File: src/rtl/aes_pkg.sv
// Shared definitions for the AES CTR controller slice.
//   BLOK_W     : AES block width in bits.
//   blok_t     : one 128-bit block (counter block, keystream, text).
//   durum_t    : controller state encoding.
//   blok_xor   : keystream/plaintext combine helper.
package aes_pkg;

    localparam int BLOK_W = 128;

    typedef logic [BLOK_W-1:0] blok_t;

    typedef enum logic [1:0] {
        BOS     = 2'd0,
        CALIS   = 2'd1,
        TUKENDI = 2'd2
    } durum_t;

    function automatic blok_t blok_xor(input blok_t a, input blok_t b);
        return a ^ b;
    endfunction

endpackage

File: src/rtl/aes_fifo.sv
// Synchronous FIFO used for both the plaintext and ciphertext buffers.
// Ports:
//   clk, rst          : clock, asynchronous active-low reset
//   push, push_veri   : write strobe and data (ignored when full)
//   pop               : read strobe (ignored when empty)
//   bas_veri          : head of queue, forced to zero while empty
//   full, empty       : occupancy flags
module aes_fifo
    import aes_pkg::*;
#(
    parameter int DERINLIK = 16,
    parameter int W        = BLOK_W
) (
    input  logic         clk,
    input  logic         rst,
    input  logic         push,
    input  logic [W-1:0] push_veri,
    input  logic         pop,
    output logic [W-1:0] bas_veri,
    output logic         full,
    output logic         empty
);

    localparam int AW = $clog2(DERINLIK);
    localparam logic [AW:0] PTR_BIR = {{AW{1'b0}}, 1'b1};

    logic [AW:0]  wr_ptr_r;
    logic [AW:0]  rd_ptr_r;
    logic [W-1:0] mem_r [DERINLIK];
    logic         push_ok_s;
    logic         pop_ok_s;

    // Extra pointer MSB distinguishes full from empty when the indices match.
    assign empty     = (wr_ptr_r == rd_ptr_r);
    assign full      = (wr_ptr_r[AW] != rd_ptr_r[AW]) &&
                       (wr_ptr_r[AW-1:0] == rd_ptr_r[AW-1:0]);
    assign push_ok_s = push && !full;
    assign pop_ok_s  = pop && !empty;
    assign bas_veri  = empty ? {W{1'b0}} : mem_r[rd_ptr_r[AW-1:0]];

    // Read/write pointer registers.
    always_ff @(posedge clk or negedge rst) begin
        if (!rst) begin
            wr_ptr_r <= {(AW+1){1'b0}};
            rd_ptr_r <= {(AW+1){1'b0}};
        end else begin
            if (push_ok_s) begin
                wr_ptr_r <= wr_ptr_r + PTR_BIR;
            end
            if (pop_ok_s) begin
                rd_ptr_r <= rd_ptr_r + PTR_BIR;
            end
        end
    end

    // Storage array; contents are don't-care until written.
    always_ff @(posedge clk) begin
        if (push_ok_s) begin
            mem_r[wr_ptr_r[AW-1:0]] <= push_veri;
        end
    end

endmodule

File: src/rtl/aes_ctr_kontrol.sv
// CTR-mode controller around aes_engine. Issues {prefix, counter} blocks,
// buffers plaintext while blocks are in flight, XORs the returned keystream
// with the paired plaintext and presents ciphertext on a ready/valid output.
// A credit counter bounds in-flight + buffered ciphertext to DERINLIK so the
// engine (which has no backpressure) can never overflow the output FIFO.
// Ports:
//   clk, rst                 : clock, asynchronous active-low reset
//   baslat, nonce            : reload prefix (nonce[127:SAYAC_W]) and clear counter
//   acik_metin, a_gecerli, a_hazir         : plaintext input handshake
//   motor_blok, motor_g_gecerli, motor_hazir : engine request side
//   motor_sifre, motor_c_gecerli           : engine keystream return
//   sifreli_metin, s_gecerli, s_hazir      : ciphertext output handshake
//   tukendi                  : counter exhausted, sticky until baslat
// Optional build macro AES_CTR_ISTATISTIK_EN adds blok_sayisi[31:0], a
// saturating count of ciphertext pops cleared by baslat.
module aes_ctr_kontrol
    import aes_pkg::*;
#(
    parameter int DERINLIK = 16,
    parameter int SAYAC_W  = 32
) (
    input  logic              clk,
    input  logic              rst,
    input  logic              baslat,
    input  logic [BLOK_W-1:0] nonce,
    input  logic [BLOK_W-1:0] acik_metin,
    input  logic              a_gecerli,
    output logic              a_hazir,
    output logic [BLOK_W-1:0] motor_blok,
    output logic              motor_g_gecerli,
    input  logic              motor_hazir,
    input  logic [BLOK_W-1:0] motor_sifre,
    input  logic              motor_c_gecerli,
    output logic [BLOK_W-1:0] sifreli_metin,
    output logic              s_gecerli,
    input  logic              s_hazir,
    output logic              tukendi
`ifdef AES_CTR_ISTATISTIK_EN
    ,
    output logic [31:0]       blok_sayisi
`endif
);

    localparam int KREDI_W = $clog2(DERINLIK) + 1;
    localparam int ONEK_W  = BLOK_W - SAYAC_W;

    localparam logic [KREDI_W-1:0] KREDI_DOLU  = KREDI_W'(DERINLIK);
    localparam logic [KREDI_W-1:0] KREDI_BIR   = {{(KREDI_W-1){1'b0}}, 1'b1};
    localparam logic [KREDI_W-1:0] KREDI_SIFIR = {KREDI_W{1'b0}};
    localparam logic [SAYAC_W-1:0] SAYAC_MAX   = {SAYAC_W{1'b1}};
    localparam logic [SAYAC_W-1:0] SAYAC_BIR   = {{(SAYAC_W-1){1'b0}}, 1'b1};

    durum_t              durum_r;
    durum_t              durum_s;
    logic                a_hazir_s;
    logic                gonder_s;
    logic [ONEK_W-1:0]   onek_r;
    logic [SAYAC_W-1:0]  sayac_r;
    logic [KREDI_W-1:0]  kredi_r;

    logic                pt_bos_s;
    logic                pt_dolu_s;
    logic [BLOK_W-1:0]   pt_bas_s;
    logic                ct_bos_s;
    logic                ct_dolu_s;
    logic                donus_s;
    logic                cikis_pop_s;
    logic                unused_s;

    assign a_hazir     = a_hazir_s;
    assign tukendi     = (durum_r == TUKENDI);
    assign s_gecerli   = !ct_bos_s;
    assign cikis_pop_s = !ct_bos_s && s_hazir;
    // A keystream beat with no paired plaintext is a protocol error and is dropped.
    assign donus_s     = motor_c_gecerli && !pt_bos_s;

    // Low nonce bits are overwritten by the counter; FIFO full flags are
    // unreachable because the credit counter bounds both occupancies.
    assign unused_s = ^{nonce[SAYAC_W-1:0], pt_dolu_s, ct_dolu_s};

    // State register.
    always_ff @(posedge clk or negedge rst) begin
        if (!rst) begin
            durum_r <= BOS;
        end else begin
            durum_r <= durum_s;
        end
    end

    // Next-state and input-ready decode.
    always_comb begin
        durum_s   = durum_r;
        a_hazir_s = 1'b0;
        gonder_s  = 1'b0;
        case (durum_r)
            BOS: begin
                if (baslat) begin
                    durum_s = CALIS;
                end else begin
                    durum_s = BOS;
                end
            end
            CALIS: begin
                a_hazir_s = motor_hazir && (kredi_r != KREDI_SIFIR);
                gonder_s  = a_gecerli && a_hazir_s;
                // baslat reloads the counter, so it overrides exhaustion.
                if (baslat) begin
                    durum_s = CALIS;
                end else if (gonder_s && (sayac_r == SAYAC_MAX)) begin
                    durum_s = TUKENDI;
                end else begin
                    durum_s = CALIS;
                end
            end
            TUKENDI: begin
                if (baslat) begin
                    durum_s = CALIS;
                end else begin
                    durum_s = TUKENDI;
                end
            end
            default: begin
                durum_s = BOS;
            end
        endcase
    end

    // Prefix and counter; an issue in the same cycle as baslat still uses
    // the old values because motor_blok samples them before the reload lands.
    always_ff @(posedge clk or negedge rst) begin
        if (!rst) begin
            onek_r  <= {ONEK_W{1'b0}};
            sayac_r <= {SAYAC_W{1'b0}};
        end else if (baslat) begin
            onek_r  <= nonce[BLOK_W-1:SAYAC_W];
            sayac_r <= {SAYAC_W{1'b0}};
        end else if (gonder_s && (sayac_r != SAYAC_MAX)) begin
            sayac_r <= sayac_r + SAYAC_BIR;
        end
    end

    // Registered engine request, valid only in the cycle after an issue.
    always_ff @(posedge clk or negedge rst) begin
        if (!rst) begin
            motor_g_gecerli <= 1'b0;
            motor_blok      <= {BLOK_W{1'b0}};
        end else begin
            motor_g_gecerli <= gonder_s;
            if (gonder_s) begin
                motor_blok <= {onek_r, sayac_r};
            end
        end
    end

    // Credit = free slots across in-flight blocks and buffered ciphertext.
    always_ff @(posedge clk or negedge rst) begin
        if (!rst) begin
            kredi_r <= KREDI_DOLU;
        end else if (gonder_s && !cikis_pop_s) begin
            kredi_r <= kredi_r - KREDI_BIR;
        end else if (!gonder_s && cikis_pop_s) begin
            kredi_r <= kredi_r + KREDI_BIR;
        end
    end

    aes_fifo #(
        .DERINLIK (DERINLIK),
        .W        (BLOK_W)
    ) u_pt_fifo (
        .clk       (clk),
        .rst       (rst),
        .push      (gonder_s),
        .push_veri (acik_metin),
        .pop       (donus_s),
        .bas_veri  (pt_bas_s),
        .full      (pt_dolu_s),
        .empty     (pt_bos_s)
    );

    aes_fifo #(
        .DERINLIK (DERINLIK),
        .W        (BLOK_W)
    ) u_ct_fifo (
        .clk       (clk),
        .rst       (rst),
        .push      (donus_s),
        .push_veri (blok_xor(pt_bas_s, motor_sifre)),
        .pop       (cikis_pop_s),
        .bas_veri  (sifreli_metin),
        .full      (ct_dolu_s),
        .empty     (ct_bos_s)
    );

`ifdef AES_CTR_ISTATISTIK_EN
    logic [31:0] blok_sayisi_r;

    // Saturating count of ciphertext pops since reset or the last baslat.
    always_ff @(posedge clk or negedge rst) begin
        if (!rst) begin
            blok_sayisi_r <= 32'd0;
        end else if (baslat) begin
            blok_sayisi_r <= 32'd0;
        end else if (cikis_pop_s && (blok_sayisi_r != 32'hFFFF_FFFF)) begin
            blok_sayisi_r <= blok_sayisi_r + 32'd1;
        end
    end

    assign blok_sayisi = blok_sayisi_r;
`else
    // Statistics counter not built; no extra port.
`endif

endmodule

File: config.mk
export PLATFORM = sky130hd
export DESIGN_NAME = aes_ctr_kontrol
export DESIGN_NICKNAME = d
export VERILOG_FILES = /design/src/rtl/aes_pkg.sv /design/src/rtl/aes_fifo.sv /design/src/rtl/aes_ctr_kontrol.sv
export SDC_FILE = /design/constraint.sdc
export NUM_CORES = 2
export LEC_CHECK = 0
export ABC_CLOCK_PERIOD_IN_PS = 18900
export CAP_MARGIN = 30
export CORE_MARGIN = 8
export CORE_UTILIZATION = 45
export DETAILED_ROUTE_END_ITERATION = 8
export SKIP_LAST_GASP = 1
export SLEW_MARGIN = 20
export SYNTH_ARGS = -nofsm -noshare
export SYNTH_HDL_FRONTEND = slang
export SYNTH_SLANG_ARGS = --single-unit
File: constraint.sdc
create_clock -name clk -period 18.9 [get_ports clk]
set_clock_uncertainty 0.05 [all_clocks]
set_input_delay 1.89 -clock clk [delete_from_list [all_inputs] [get_ports clk]]
set_output_delay 1.89 -clock clk [all_outputs]
set_load 0.02 [all_outputs]
After elaboration in Yosys (flattened, before gate mapping)
Memory sizes are Yosys's and may differ from the RTL's.
Cells that the tools add are included.
{ "op_classes": {"bitwise": 1, "mux": 17, "n_lt_le_gt_ge": 0, "addsub": 7, "multipliers": 0, "n_reduce_logical": 24, "n_eq_ne": 10, "div_mod_pow": 0, "shift": 0} }
{ "op_table": {"columns": ["op", "count"], "rows": [
  ["$mux W128", 2],
  ["$xor A128 B128 Y128", 1],
  ["$mux W32", 2],
  ["$add A32 B1 Y32 const B", 1],
  ["$eq A32 B32 Y1 const B", 1],
  ["$ne A32 B32 Y1 const B", 1],
  ["$add A5 B1 Y5 const B", 5],
  ["$logic_and A1 B1 Y1", 14],
  ["$eq A5 B5 Y1", 2],
  ["$mux W5", 2],
  ["$eq A4 B4 Y1", 2],
  ["$mux W1", 7],
  ["$logic_not A1 Y1", 6],
  ["$mux W2", 3],
  ["$pmux W2 S3", 1],
  ["$reduce_bool A5 Y1", 1],
  ["$sub A5 B1 Y5 const B", 1],
  ["$reduce_bool A2 Y1", 2],
  ["$eq A2 B1 Y1 const B", 1],
  ["$eq A2 B2 Y1 const B", 1],
  ["$logic_not A2 Y1", 1],
  ["$ne A1 B1 Y1", 2]
]} }
{ "word_totals": {"output_inout_bits": 260, "ram_bits": 4096, "reg_bits": 284, "input_bits": 391, "latchBits": 0, "rom_bits": 0, "elab_cells": 71, "mem_count": 2} }
{ "mem_list": {"columns": ["memory", "words", "width", "rd", "rd_ports_with_merged_regs", "write_ports", "line", "text"], "rows": [
  ["u_ct_fifo.mem_r", 16, 128, 1, 0, 1, "aes_fifo.sv:29", "logic [W-1:0] mem_r [DERINLIK];"],
  ["u_pt_fifo.mem_r", 16, 128, 1, 0, 1, "aes_fifo.sv:29", null]
]} }

Depth between registers and ports, before layout
{ "depth": {"depth_word": 8, "mapped_depth": 14, "mapped_depth_nobuf": 12} }

Modules after synthesis
A second synthesis with hierarchy kept.
{ "hier_totals": {"hier_cells": 7528, "area_unflattened_um2": 166482.2} }
{ "modules_own_cells": {"columns": ["mod", "seq_area_each_um2", "cells_per_inst", "area_per_inst_um2", "instances"], "rows": [
  ["aes_fifo", 61749.2, 3201, 77359.2, 2],
  ["aes_ctr_kontrol", 6607.6, 1126, 11763.8, 1]
]} }

Least setup slack after synthesis
Ideal clock, no wire load.
{ "synth_path": {"path_kind": "input to register", "start": "input port a_gecerli", "end": "memory u_pt_fifo.mem_r[3][0] in the netlist's numbering (enable)", "setup_ns": 0.772, "path_buffers": 1, "slack_ns": 6.598, "required_time_ns": 18.078, "arrival_time_ns": 11.481, "path_stages": 6, "path_cell_list": "nand4b_1 -> a21oi_1 -> buf_2 -> a21boi_2 -> nand2_1 -> nor3_1"} }
{ "synth_between": {"elab_chain_cells": 5} }
{ "synth_lines": {"columns": ["item", "line", "text"], "rows": [
  ["start, declared", "aes_ctr_kontrol.sv:27", "input logic a_gecerli,"],
  ["$logic_and A1 B1 Y1", "aes_ctr_kontrol.sv:105", "gonder_s = a_gecerli && a_hazir_s;"],
  ["$mux W1", "aes_ctr_kontrol.sv:95", "case (durum_r)"],
  ["$logic_and A1 B1 Y1", "aes_fifo.sv:37", "assign push_ok_s = push && !full;"],
  ["$mux W1", "aes_fifo.sv:58", "if (push_ok_s) begin"],
  ["$mux W1 (not written as such)", "aes_fifo.sv:59", "mem_r[wr_ptr_r[AW-1:0]] <= push_veri;"],
  ["end, declared", "aes_fifo.sv:29", null]
]} }
Every way passes these cells.

Worst setup path after layout
{ "layout_path": {"start": "register u_ct_fifo.rd_ptr_r[0]", "end": "output port sifreli_metin[124]"} }
{ "layout_between": {"elab_chain_cells": 2, "word_cells_on_any_way": 3, "cone_classes": "eq/ne: 1; mux: 1; memory: 1"} }
{ "layout_lines": {"columns": ["item", "line", "text"], "rows": [
  ["start, declared", "aes_fifo.sv:28", "logic [AW:0] rd_ptr_r;"],
  ["start signal, assigned", "aes_fifo.sv:45", "rd_ptr_r <= {(AW+1){1'b0}};"],
  ["start signal, assigned", "aes_fifo.sv:51", "rd_ptr_r <= rd_ptr_r + PTR_BIR;"],
  ["$mem_v2 Z16 W128 / $eq A5 B5 Y1 (equally long branches)", null, null],
  ["$mux W128 (*)", "aes_fifo.sv:39", "assign bas_veri = empty ? {W{1'b0}} : mem_r[rd_ptr_r[AW-1:0]];"],
  ["end, declared", "aes_ctr_kontrol.sv:34", "output logic [BLOK_W-1:0] sifreli_metin,"]
]} }
Every way passes the cells marked *; elsewhere a longest branch is shown, timed or not.

==> impl_metrics.sql <==
INSERT INTO impl_metrics (metric_group, metric, value, unit) VALUES
('timing', 'setup_tns', '0', 'ns'),
('critical_path', 'worstPathArrival', '5.92', 'ns'),
('critical_path', 'worst_setup_slack_for_register_to_register_paths', '13.10', 'ns'),
('critical_path', 'worstPathRequired', '16.96', 'ns'),
('synthesis', 'synthesis.yosys.warnings', '0', ''),
('grt', 'first_global_vias', '83250', ''),
('timing', 'maxClockFrequency', '0.1273', 'GHz'),
('job', 'max-cap-violations', '0', ''),
('timing', 'setup_viol', '0', ''),
('clocking', 'cts-hold-fix-buffers', '0', ''),
('worst_hold_path', 'hp-class', 'flop to flop', ''),
('placement', 'dp_worst_setup_slack', '11.86', 'ns'),
('clocking', 'cts_tree', 'yes', ''),
('layout', 'final_net_count', '9002', ''),
('drt', 'route.antenna.remaining_nets', '0', ''),
('power_and_ir_drop', 'p_leak', '63.52', 'nW'),
('clocking', 'post-cts-setup-buffers', '0', ''),
('synthesis', 'netlist.top_cell.by_area', 'sky130_fd_sc_hd__edfxtp_1', ''),
('clocking', 'clock-sinks', '4380', ''),
('floorplan', 'die_height', '626.6', 'um'),
('critical_path', 'timing.critical_path.fanout_max', '44', ''),
('clocking', 'cts.htree.levels', '5', ''),
('timing', 'finalMaxSlewViolations', '0', ''),
('power_and_ir_drop', 'power.ir.vdd_worst', '0.0001601', 'V'),
('floorplan', 'die_w', '626.6', 'um'),
('timing', 'fin_crit_sh', '41.56', '%'),
('timing', 'fin_crit', '7.856', 'ns'),
('grt', 'global_route_wire_length_before_repair', '613500', 'um'),
('layout', 'final_layout_size_suffix_gt1_share', '24.26', '%'),
('drt', 'vias_per_cell', '5.811', ''),
('drt', 'route.detailed.drc', '0', ''),
('drt', 'drt_first_iter_violations', '8099', ''),
('synthesis', 'synth_fp_nets', '8059', ''),
('timing', 'timing_worst_slew_pin_value', '1.254', 'ns'),
('clocking', 'ctsRootBufferMaster', 'sky130_fd_sc_hd__clkbuf_16', ''),
('clocking', 'cts_made_buffers', '441', ''),
('grt', 'antenna_found_initial', '127', ''),
('synthesis', 'post_synth_inst_count', '7654', ''),
('synthesis', 'seq_area_frac_synth', '77.56', '%'),
('synthesis', 'number_of_register_bits_inferred_by_synthesis', '4380', ''),
('synthesis', 'cell_area_after_synthesis', '0.1678', 'mm2'),
('drt', 'detailedRoute.firstPassIterationCount', '6', ''),
('clocking', 'clock_latency', '0.97', 'ns'),
('grt', 'largest_net_degree_at_the_start_of_global_routing', '155', ''),
('floorplan', 'core_region_area', '0.3716', 'mm2'),
('drt', 'detail_route.wirelength', '437000', 'um'),
('critical_path', 'worst_setup_path_end_kind', 'primary output', ''),
('placement', 'sum_of_net_half_perimeters_after_detailed_placement', '235100', 'um'),
('synthesis', 'async_flop_share', '6.484', '%'),
('timing', 'grt_setup_unrepaired', 'false', ''),
('synthesis', 'yosys_most_used_dff', 'sky130_fd_sc_hd__edfxtp_1', ''),
('placement', 'globalplace.congestion', '0.7676', ''),
('floorplan', 'placement_rows', '224', ''),
('clocking', 'max-clock-path-buffers', '4', ''),
('synthesis', 'synth_enable_flop_cells', '4096', ''),
('synthesis', 'synthDominantCellAreaShare', '73.32', '%'),
('timing', 'hold_viol_final', '0', ''),
('timing', 'max-slew-margin-rel', '16.39', '%'),
('power_and_ir_drop', 'cellPowerDensity', '175.3', 'mW/mm2'),
('critical_path', 'criticalPathCategory', 'flop to primary output', ''),
('timing', 'setup_ws', '11.04', 'ns'),
('layout', 'area_growth_syn_to_layout', '16.91', '%'),
('grt', 'total_gr_overflow', '0', ''),
('drt', 'per_cell_routed_wire_length', '31.22', 'um'),
('status', 'status', 'finished, final reports clean', ''),
('floorplan', 'die_area', '0.3926', 'mm2'),
('grt', 'track_usage', '21.65', '%'),
('synthesis', 'post_synth_num_cell_types', '50', ''),
('synthesis', 'syn_avg_cell_area', '21.92', 'um2'),
('clocking', 'post_cts_resized', '0', ''),
('drt', 'via_count', '81340', ''),
('placement', 'buffer_ports.inserted', '618', ''),
('floorplan', 'ioPinCount', '651', ''),
('floorplan', 'start_util', '45.14', '%'),
('critical_path', 'critical_path.startpoint_type', 'flop', ''),
('synthesis', 'yosys-top-cells-area', 'sky130_fd_sc_hd__edfxtp_1, sky130_fd_sc_hd__mux4_2, sky130_fd_sc_hd__dfrtp_1', ''),
('clocking', 'cts_clock_pin_slew_for_the_worst_setup_and_hold_paths', '0.06', 'ns');
metrics by stage:
step / utilization (%) / cell area (um2) / total power [mW] / hold WS (ns) / cells
finish: 52.78 / 196100 / 34.38 / 0.4464 / 14000
global route: 52.76 / 196100 / 35.63 / 0.4572 / 13980
CTS: 52.43 / 194900 / 34.25 / 0.4460 / 13840
detailed placement: 48.73 / 181100 / 25.95 / 0.4339 / 13030
global placement: 48.53 / 180300 / 25.42 / 0.4320 / 12980
floorplan: - / 167800 / 20.85 / 0.4107 / 7654
worst max-delay path: stages (launching register included):
cell and delay (ns):
sky130_fd_sc_hd__dfrtp_4 0.75, sky130_fd_sc_hd__buf_4 0.78, sky130_fd_sc_hd__buf_4 0.49, sky130_fd_sc_hd__buf_16 0.30, sky130_fd_sc_hd__buf_4 0.62, sky130_fd_sc_hd__mux4_2 0.59, sky130_fd_sc_hd__mux4_2 0.45, sky130_fd_sc_hd__and2_1 0.17
sky130_fd_sc_hd__clkdlybuf4s50_1 0.65
layer usage:
layer / vias up / wire, um / track usage (%)
met5: - / 187 / 0
met4: 30 / 11150 / 5.856
met3: 607 / 27040 / 3.408
met2: 2689 / 218300 / 36.27
met1: 44070 / 180300 / 29.76
li1: 33940 / - / -
power by group:
part	switching (mW)	internal, mW
Clock	3.62	4.73
Sequential	0.412	13.5
Combinational	7.45	4.67
Total	11.5	22.9
sequential cells by signal, summed over array words and instances, names as in the netlist:
signal	cells
u_pt_fifo.rd_ptr_r	5
onek_r	96
u_ct_fifo.rd_ptr_r	5
u_pt_fifo.mem_r	2048
kredi_r	5
motor_blok	128
u_ct_fifo.wr_ptr_r	5
durum_r	2
u_ct_fifo.mem_r	2048
motor_g_gecerli	1
u_pt_fifo.wr_ptr_r	5
sayac_r	32
cells in the mapped netlist (4+ instances only):
library cell	count
sky130_fd_sc_hd__dfrtp_1	283
sky130_fd_sc_hd__buf_2	171
sky130_fd_sc_hd__nor2b_1	9
sky130_fd_sc_hd__and2_1	132
sky130_fd_sc_hd__xor2_1	147
sky130_fd_sc_hd__nor4_1	6
sky130_fd_sc_hd__xnor2_1	15
sky130_fd_sc_hd__and3_1	4
sky130_fd_sc_hd__buf_4	5
sky130_fd_sc_hd__clkbuf_1	192
sky130_fd_sc_hd__a21oi_1	156
sky130_fd_sc_hd__a22oi_1	256
sky130_fd_sc_hd__inv_1	15
sky130_fd_sc_hd__buf_6	4
sky130_fd_sc_hd__nand2_1	29
sky130_fd_sc_hd__ha_1	14
sky130_fd_sc_hd__mux2i_1	513
sky130_fd_sc_hd__o22ai_1	128
sky130_fd_sc_hd__nand3_1	15
sky130_fd_sc_hd__nand4_1	20
sky130_fd_sc_hd__buf_1	57
sky130_fd_sc_hd__o21ai_1	6
sky130_fd_sc_hd__nor2_1	40
sky130_fd_sc_hd__o31ai_1	12
sky130_fd_sc_hd__edfxtp_1	4096
sky130_fd_sc_hd__o21ai_0	11
sky130_fd_sc_hd__nor3_1	139
sky130_fd_sc_hd__mux2_2	228
sky130_fd_sc_hd__or3_1	14
sky130_fd_sc_hd__or4_1	11
sky130_fd_sc_hd__mux4_2	896
sky130_fd_sc_hd__nand2b_1	5
worst paths after layout:
path,from,to,cells past startpoint
hold / removal,onek_r[62],motor_blok[94],1
hold reg to reg,onek_r[62],motor_blok[94],1
max in group asynchronous,rst,motor_blok[63],4
setup reg to reg,u_pt_fifo.rd_ptr_r[3],u_ct_fifo.mem_r[6][4],9
setup / recovery,u_ct_fifo.rd_ptr_r[0],sifreli_metin[124],8
min in group asynchronous,rst,motor_blok[102],1
layout make-up:
cell class	count	area, um2
flip-flops and latches	4380	130100
well taps	4972	6221
diodes	58	145.1
multi-input cells	2829	36420
clock buffers	556	11700
clock inverters	257	2071
fillers	28690	175500
repair buffers	930	9375
inverters	15	76.32
cells by family after synthesis:
family          Yosys count  share of synthesized area, %
mux                    1640                         16.64
flops                  4380                         77.56
compound gates          576                         2.240
buf+inv                 445                         1.159
simple gates            437                         1.450
fa+ha+maj                14                        0.1044
xor+xnor                162                        0.8458
cell usage in the layout, fill, tap and decap left out, types with 112 or more instances in the layout:
| cell | count |
|---|---|
| sky130_fd_sc_hd__edfxtp_1 | 4096 |
| sky130_fd_sc_hd__mux4_2 | 896 |
| sky130_fd_sc_hd__clkdlybuf4s50_1 | 616 |
| sky130_fd_sc_hd__mux2i_1 | 513 |
| sky130_fd_sc_hd__clkbuf_16 | 447 |
| sky130_fd_sc_hd__dfrtp_1 | 276 |
| sky130_fd_sc_hd__a22oi_1 | 256 |
| sky130_fd_sc_hd__mux2_2 | 228 |
| sky130_fd_sc_hd__buf_4 | 186 |
| sky130_fd_sc_hd__a21oi_1 | 155 |
| sky130_fd_sc_hd__and2_1 | 130 |
| sky130_fd_sc_hd__o22ai_1 | 128 |
| sky130_fd_sc_hd__xor2_1 | 115 |
| sky130_fd_sc_hd__clkinv_1 | 112 |
Power figures use the tool's default switching activity.
